`src/rtl/memorystage1.sv`:
```
// Memory stage 1: decodes the fetched instruction, reads the register file, runs the
// data-bus handshake for LOAD/STORE/ALUM and issues instructions (or NOP bubbles) to stage 2.
module memorystage1 #(
   parameter int unsigned BUS_TIMEOUT = 255
) (
   input  logic        clock,
   input  logic        reset,
   input  logic [31:0] inbound_instruction,
   input  logic        inbound_valid,
   output logic        stall,
   output logic [3:0]  read_index_a,
   output logic [3:0]  read_index_b,
   input  logic [31:0] read_data_a,
   input  logic [31:0] read_data_b,
   output logic        bus_request,
   output logic        bus_write,
   output logic [1:0]  bus_width,
   output logic [31:0] bus_address,
   output logic [31:0] bus_data_out,
   input  logic [31:0] bus_data_in,
   input  logic        bus_ack,
   output logic        bus_error,
   output logic [31:0] outbound_instruction,
   output logic [31:0] data_out,
   output logic [31:0] alu_operand_a,
   output logic [31:0] alu_operand_b,
   input  logic [3:0]  stage2_write_index,
   input  logic        stage2_writing,
   input  logic        jump
);

   localparam logic [4:0] OPCODE_NOP   = 5'd0;
   localparam logic [4:0] OPCODE_ALU   = 5'd1;
   localparam logic [4:0] OPCODE_ALUMI = 5'd2;
   localparam logic [4:0] OPCODE_ALUM  = 5'd3;
   localparam logic [4:0] OPCODE_LOAD  = 5'd4;
   localparam logic [4:0] OPCODE_STORE = 5'd5;

   localparam logic [31:0] NOP_INSTRUCTION = {OPCODE_NOP, 27'h0};

   typedef enum logic [1:0] {
      IDLE,
      BUS_WAIT,
      BUBBLE
   } state_t;

   state_t      state;
   logic [31:0] held_instruction;
   logic [31:0] held_a;
   logic [31:0] held_b;
   logic [31:0] timeout_count;

   logic [4:0]  opcode;
   logic [3:0]  index_a;
   logic [3:0]  index_b;
   logic [3:0]  index_d;
   logic [31:0] offset;
   logic [31:0] effective_address;
   logic        is_store;
   logic        is_memory;
   logic        uses_a;
   logic        uses_b;
   logic        hazard;
   logic [31:0] operand_b;
   logic        held_is_alum;
   logic        timed_out;

   always_comb begin
      opcode            = inbound_instruction[31:27];
      index_d           = inbound_instruction[23:20];
      index_a           = inbound_instruction[19:16];
      index_b           = inbound_instruction[15:12];
      offset            = {{16{inbound_instruction[15]}}, inbound_instruction[15:0]};
      effective_address = read_data_a + offset;
      is_store          = (opcode == OPCODE_STORE);
      is_memory         = (opcode == OPCODE_LOAD) || is_store || (opcode == OPCODE_ALUM);
      uses_a            = is_memory || (opcode == OPCODE_ALU) || (opcode == OPCODE_ALUMI);
      // Port B carries D for stores and B for register-register ALU ops; nothing else reads it.
      uses_b            = is_store || (opcode == OPCODE_ALU);
      read_index_a      = index_a;
      read_index_b      = is_store ? index_d : index_b;
      hazard            = inbound_valid && stage2_writing &&
                          ((uses_a && (stage2_write_index == index_a)) ||
                           (uses_b && (stage2_write_index == read_index_b)));
      operand_b         = (opcode == OPCODE_ALUMI) ? offset : read_data_b;
      held_is_alum      = (held_instruction[31:27] == OPCODE_ALUM);
      timed_out         = (BUS_TIMEOUT != 0) && (timeout_count == 32'(BUS_TIMEOUT - 1));
   end

   always_comb begin
      stall = 1'b0;
      case (state)
         IDLE:     stall = !jump && (hazard || (inbound_valid && is_memory));
         BUS_WAIT: stall = !bus_ack;
         BUBBLE:   stall = 1'b1;
         default:  stall = 1'b0;
      endcase
   end

   always_ff @(posedge clock or posedge reset) begin
      if (reset) begin
         state                <= IDLE;
         outbound_instruction <= NOP_INSTRUCTION;
         data_out             <= '0;
         alu_operand_a        <= '0;
         alu_operand_b        <= '0;
         bus_address          <= '0;
         bus_data_out         <= '0;
         bus_width            <= '0;
         bus_request          <= 1'b0;
         bus_write            <= 1'b0;
         bus_error            <= 1'b0;
         held_instruction     <= '0;
         held_a               <= '0;
         held_b               <= '0;
         timeout_count        <= '0;
      end else begin
         bus_error <= 1'b0;
         case (state)
            IDLE: begin
               if (jump) begin
                  outbound_instruction <= NOP_INSTRUCTION;
               end else if (hazard) begin
                  outbound_instruction <= NOP_INSTRUCTION;
                  state                <= BUBBLE;
               end else if (inbound_valid && is_memory) begin
                  held_instruction     <= inbound_instruction;
                  held_a               <= read_data_a;
                  held_b               <= read_data_b;
                  bus_address          <= effective_address;
                  bus_write            <= is_store;
                  bus_width            <= inbound_instruction[26:25];
                  bus_data_out         <= read_data_b;
                  bus_request          <= 1'b1;
                  timeout_count        <= '0;
                  outbound_instruction <= NOP_INSTRUCTION;
                  state                <= BUS_WAIT;
               end else if (inbound_valid) begin
                  outbound_instruction <= inbound_instruction;
                  alu_operand_a        <= read_data_a;
                  alu_operand_b        <= operand_b;
               end else begin
                  outbound_instruction <= NOP_INSTRUCTION;
               end
            end
            BUS_WAIT: begin
               // Operands latched at bus start are issued now, with bus data for ALUM.
               if (bus_ack) begin
                  bus_request          <= 1'b0;
                  outbound_instruction <= held_instruction;
                  data_out             <= bus_data_in;
                  alu_operand_a        <= held_a;
                  alu_operand_b        <= held_is_alum ? bus_data_in : held_b;
                  state                <= IDLE;
               end else if (timed_out) begin
                  bus_request          <= 1'b0;
                  bus_error            <= 1'b1;
                  outbound_instruction <= NOP_INSTRUCTION;
                  state                <= IDLE;
               end else begin
                  timeout_count        <= timeout_count + 32'd1;
                  outbound_instruction <= NOP_INSTRUCTION;
               end
            end
            BUBBLE: begin
               outbound_instruction <= NOP_INSTRUCTION;
               state                <= IDLE;
            end
            default: state <= IDLE;
         endcase
      end
   end

endmodule

```
`config.mk`:
```
export PLATFORM = sky130hd
export DESIGN_NAME = memorystage1
export DESIGN_NICKNAME = d
export VERILOG_FILES = /design/src/rtl/memorystage1.sv
export SDC_FILE = /design/constraint.sdc
export NUM_CORES = 1
export LEC_CHECK = 0
export ABC_AREA = 1
export BUFFER_PORTS_ARGS = -buffer_cell sky130_fd_sc_hd__buf_2
export CAP_MARGIN = 10
export CORE_MARGIN = 1.5
export CORE_UTILIZATION = 59
export DETAILED_ROUTE_END_ITERATION = 8
export HOLD_SLACK_MARGIN = 0.03
export PLACE_DENSITY = 0.89
export SKIP_CTS_REPAIR_TIMING = 1
export SLEW_MARGIN = 20
export SYNTH_ARGS = -nofsm -noshare
export SYNTH_HDL_FRONTEND = slang
export SYNTH_SLANG_ARGS = --single-unit
export TNS_END_PERCENT = 100
```
`constraint.sdc`:
```
create_clock -name clock -period 22.8 [get_ports clock]
set_input_delay 1.14 -clock clock [delete_from_list [all_inputs] [get_ports clock]]
set_output_delay 1.14 -clock clock [all_outputs]
set_load 0.02 [all_outputs]
```
# Word-level counts from Yosys, hierarchy flattened
# Cells that the tools add are included.
[totals] register_bits=295 latchBits=0 ram_bits=0 mem_bits_ro=0 inputBits=138 output_inout_bits=206 elab_cells=106 mem_count=0
[op_classes] n_addsub=2 n_mul=0 n_div=0 order_cmp=0 eq_ne=21 shift=0 mux=43 bitwise_logic=2 reduce_logical=24
[op_table] operator="$mux W32" count=22
[op_table] operator="$pmux W32 S2" count=3
[op_table] operator="$pmux W32 S3" count=1
[op_table] operator="$add A32 B1 Y32 const B" count=1
[op_table] operator="$add A32 B32 Y32" count=1
[op_table] operator="$eq A32 B8 Y1 const B" count=1
[op_table] operator="$ne A2 B2 Y1 const B" count=8
[op_table] operator="$eq A5 B2 Y1 const B" count=3
[op_table] operator="$reduce_and A6 Y1" count=2
[op_table] operator="$eq A5 B3 Y1 const B" count=2
[op_table] operator="$mux W2" count=5
[op_table] operator="$eq A4 B4 Y1" count=2
[op_table] operator="$mux W1" count=8
[op_table] operator="$logic_or A1 B1 Y1" count=7
[op_table] operator="$logic_and A1 B1 Y1" count=6
[op_table] operator="$ne A3 B3 Y1 const B" count=2
[op_table] operator="$eq A5 B1 Y1 const B" count=1
[op_table] operator="$reduce_and A5 Y1" count=1
[op_table] operator="$mux W4" count=1
[op_table] operator="$pmux W2 S2" count=1
[op_table] operator="$reduce_and A4 Y1" count=1
[op_table] operator="$pmux W1 S3" count=1
[op_table] operator="$reduce_and A3 Y1" count=1
[op_table] operator="$reduce_bool A3 Y1" count=1
[op_table] operator="other kinds (8)" count=10

# Depth between registers and ports, before layout
[logic_depth] word_depth=11 mapped_depth=17

# Worst setup path after synthesis
# No wires, ideal clock.
[synth_timing] kind="input port to output port" startpoint="in inbound_instruction[27]" endpoint="out stall" t_arrival_ps=2746 required_ps=21660 slack_ps=18914 cell_stages=15 n_path_buf=1 cell_sequence="inv_1 > nor2_4 > nand3_4 > nand2_1 > nand2_2 > nand2_1 > nand2_1 > inv_2 > nand3_1 > nand2_2 > nand2_4 > buf_2 > nand2_1 > nand3_1 > a21oi_1"
[synth_between] elab_cells_between_ends=20 classes_between="6 x eq/ne; 2 x mux; 12 x reduce/logical"
[synth_rtl] element="start: declaration" line_no="8" rtl="input logic [31:0] inbound_instruction,"
[synth_rtl] element="$eq A5 B3 Y1" line_no="75" rtl="is_store = (opcode == OPCODE_STORE);"
[synth_rtl] element="$mux W4" line_no="81" rtl="read_index_b = is_store ? index_d : index_b;"
[synth_rtl] element="net read_index_b[1]" line_no="12" rtl="output logic [3:0] read_index_b,"
[synth_rtl] element="$eq A4 B4 Y1" line_no="84" rtl="(uses_b && (stage2_write_index == read_index_b)));"
[synth_rtl] element="$logic_and A1 B1 Y1" line_no="84"
[synth_rtl] element="$logic_or A1 B1 Y1" line_no="83" rtl="((uses_a && (stage2_write_index == index_a)) ||"
[synth_rtl] element="$logic_and A1 B1 Y1" line_no="82" rtl="hazard = inbound_valid && stage2_writing &&"
[synth_rtl] element="$logic_or A1 B1 Y1" line_no="93" rtl="IDLE: stall = !jump && (hazard || (inbound_valid && is_memory));"
[synth_rtl] element="$logic_and A1 B1 Y1" line_no="93"
[synth_rtl] element="$pmux W1 S3" line_no="92" rtl="case (state)"
[synth_rtl] element="end: declaration" line_no="10" rtl="output logic stall,"
# The timed path passes the listed nets, and every way through them passes these cells.

# Worst setup path after layout
[layout_timing] startpoint="in inbound_instruction[30]" endpoint="out stall"
[layout_between] elab_chain_len=11 elab_cells_between_ends=20 classes_between="6 x eq/ne; 2 x mux; 12 x reduce/logical"
[layout_rtl] element="branches (longest 8 deep; another with $eq A5 B3 Y1)"
[layout_rtl] element="$logic_or A1 B1 Y1 *" line_no="93"
[layout_rtl] element="$logic_and A1 B1 Y1 *" line_no="93"
[layout_rtl] element="$pmux W1 S3 *" line_no="92"
# Mark *: on every way between the ends.

==> reports/metrics.yaml <==
floorplanning:
  dieHeight_um: 168
  dieArea_um2: 28400
  die_x_um: 168
  rows: 60
  start_util: 0.601
  io_pins: 344
  coreArea_um2: 26900
status:
  outcome: "finished, final reports clean"
sta:
  finalCritPeriodShare: 0.222
  rsz0062_at_grt: "false"
  slew-limit-headroom: 0.237
  setup_tns_ns: 0
  worstMarginPinSlew_ns: 1.14
  finalSetupViolCount: 0
  max_freq_ghz: 0.198
  finClkSkew_ns: 0.0279
  hold_violations: 0
  fin_crit_ns: 5.06
  finalMaxSlewViolations: 0
  hold_slack_ns: 0.465
clock_network:
  clockBufferDepth: 3
  clkTransAtPathRegs_ns: 0.06
  clkLatencyLatePin_ns: 0.54
  root_buffer: "clkbuf_16"
  htreeDepth: 2
  cts_tree: "built"
  numClockSinks: 293
  cts_made_buffers: 35
power_and_ir_drop:
  swShare: 0.418
  seq_power_share: 0.362
  combPwrFrac: 0.389
  p_int_uw: 1280
  ir_worst_vdd_mv: 0.0912
  p_leak_uw: 0.00997
  pwr-share-clk: 0.249
  switchingPower_uw: 919
  power_density_nw_per_um2: 116
grt:
  grt.total_usage: 0.377
  grt_pass1_vias: 15500
  grt_max_degree: 187
  grt_first_pass_wirelength_um: 83900
  grt_antenna_before_repair: 9
  grt-ovfl-total: 0
final_layout:
  fin_nets: 2547
  drive_above_1_share: 0.192
  fillCellCount: 2153
  syn_to_final_growth_pct: 17.6
synth:
  ys_async_sr_fraction: 1.00
  ys.flop_type: "dfrtp_1"
  synthesis.area_um2: 16200
  synth_enable_flop_cells: 0
  avgSynthCellArea_um2: 7.69
  synth-seq-cells: 293
  synth_cell_types: 42
  ys_seq_area_frac: 0.454
  yosysWarnings: 0
  synth_fp_nets: 2276
  syn_inst: 2100
min_path:
  hold_class: "reg2reg"
drt:
  viasPerCell: 5.94
  routed_wl_um: 54000
  drc_errors: 0
  drtIter0Drc: 1765
  num_vias: 16300
  firstDrtPassIters: 6
  wl_per_cell_um: 19.7
  ant_nets: 0
placement:
  place_hpwl_um: 38000
  place.gp.congestion: 0.968
  io_buffer_count: 343
critical_path:
  cp-end-kind: "output pin"
  arrival_ns: 3.92
  worstSetupPathType: "in2out"
  crit_fanout: 33
  start_kind: "input pin"
  critical_path_required_ns: 21.66
flow_run:
  maxCapViolations: 0
-- sequential cells by signal, summed over array words and instances (netlist names), 2 cells and up --
name,cells
held_b,32
bus_address,32
alu_operand_a,32
held_a,32
outbound_instruction,32
state,2
data_out,32
alu_operand_b,32
timeout_count,32
held_instruction,31
-- area by class of cell --
class | instances | area [um2] | share of cell area
Antenna cell | 8 | 20.0 | 0.00105
Clock buffer | 50 | 982 | 0.0517
Clock inverter | 10 | 146 | 0.00770
Inverter | 134 | 513 | 0.0270
Multi-Input combinational cell | 1550 | 7700 | 0.406
Sequential cell | 293 | 7330 | 0.386
Tap cell | 341 | 427 | 0.0225
Timing Repair Buffer | 357 | 1870 | 0.0986
-- layout by cell type (no fill, tap or decap), types with 3 or more instances in the layout --
cell,instances
nand2_1,650
buf_2,343
dfrtp_1,293
nor2_1,153
a21oi_1,152
o21ai_0,146
nand3_1,144
inv_1,127
nand4_1,51
ha_1,36
clkbuf_16,35
mux2_2,32
xnor2_1,27
nor3_1,24
o21ai_1,22
xor2_1,18
a31oi_1,18
a21boi_0,18
o22ai_1,15
buf_4,11
nor4_1,10
clkbuf_1,10
diode_2,8
clkbuf_8,5
clkinv_2,4
nor2_2,3
inv_2,3
nand2_2,3
nand2_4,3
o21bai_1,3
a21o_1,3
o21a_1,3
-- power by group through the flow --
stage,sequential (uW),clock (uW),combinational (uW)
detailed placement,795,0,838
finish,797,548,854
floorplan,940,0,406
global placement,791,0,816
CTS,792,550,841
global route,814,571,924
-- final timing paths --
| path | cells after the start | slack, ns | startpoint | end |
|---|---|---|---|---|
| min reg2reg | 2 | 0.47 | alu_operand_a[18] | alu_operand_a[18] |
| min in group asynchronous | 2 | 0.73 | reset | timeout_count[12] |
| max | 13 | 17.74 | inbound_instruction[30] | stall |
| max reg2reg | 12 | 19.43 | state[1] | alu_operand_b[20] |
| max in group asynchronous | 4 | 20.64 | reset | bus_address[3] |
| min | 2 | 0.47 | alu_operand_a[18] | alu_operand_a[18] |
-- worst max-delay path, cell delays in order --
cell and delay, ns:
buf_2 0.14, inv_2 0.06, nand2_1 0.10, o21ai_2 0.88
nand2_1 0.25, nand3_1 0.14, nand4_1 0.10, nand2_2 0.13
nand2_4 0.22, nand2_1 0.14, nand3_1 0.07, a21oi_1 0.30
buf_2 0.23
-- stage by stage --
| stage | power [uW] | utilization | cells | area (um2) | worst slack [ns] |
|---|---|---|---|---|---|
| final | 2200 | 0.707 | 2743 | 19000 | 17.74 |
| after global routing | 2310 | 0.707 | 2743 | 19000 | 17.66 |
| after CTS | 2180 | 0.704 | 2733 | 18900 | 17.87 |
| after detailed placement | 1630 | 0.662 | 2673 | 17800 | 17.87 |
| after global placement | 1610 | 0.662 | 2673 | 17800 | 17.90 |
| after floorplan | 1350 | - | 2100 | 16200 | 13.57 |
-- kinds of logic (layout without fill, tap and decap cells) --
kind of cell	count (synthesis)	count (layout)	synth area share
AND/OR/NAND/NOR	1050	1050	0.272
other	0	8	0
adder cells (fa/ha/maj)	38	38	0.0299
AO/OA/AOI/OAI	385	385	0.127
buffers and inverters	257	551	0.0709
XOR/XNOR	45	45	0.0244
flip-flops	293	293	0.454
multiplexers	32	32	0.0223
-- synth_stat cells (2+ instances only) --
| cell | n | area [um2] |
|---|---|---|
| nand2_1 | 650 | 2440 |
| dfrtp_1 | 293 | 7330 |
| nor2_1 | 155 | 582 |
| a21oi_1 | 152 | 761 |
| o21ai_0 | 146 | 731 |
| nand3_1 | 144 | 721 |
| inv_1 | 130 | 488 |
| clkbuf_1 | 65 | 244 |
| nand4_1 | 51 | 319 |
| ha_1 | 37 | 463 |
| mux2_2 | 32 | 360 |
| xnor2_1 | 27 | 236 |
| buf_2 | 24 | 120 |
| nor3_1 | 24 | 120 |
| o21ai_1 | 23 | 115 |
| a21boi_0 | 18 | 135 |
| a31oi_1 | 18 | 113 |
| xor2_1 | 18 | 158 |
| o22ai_1 | 15 | 93.8 |
| buf_6 | 14 | 158 |
| buf_4 | 12 | 90.1 |
| nor4_1 | 10 | 62.6 |
| buf_1 | 8 | 30.0 |
| a21o_1 | 3 | 22.5 |
| inv_2 | 3 | 11.3 |
| nand2_2 | 3 | 18.8 |
| nand2_4 | 3 | 33.8 |
| o21a_1 | 3 | 22.5 |
| o21bai_1 | 3 | 22.5 |
| a211oi_1 | 2 | 15.0 |
| nor2_4 | 2 | 22.5 |
| nor3b_1 | 2 | 15.0 |
-- metal layers --
metal / global-route usage / part of all wire
met5: 0 / 0.00024
met4: 0.173 / 0.052
met3: 0.0762 / 0.094
met2: 0.597 / 0.45
met1: 0.502 / 0.40
(Power assumes the default switching activity.)
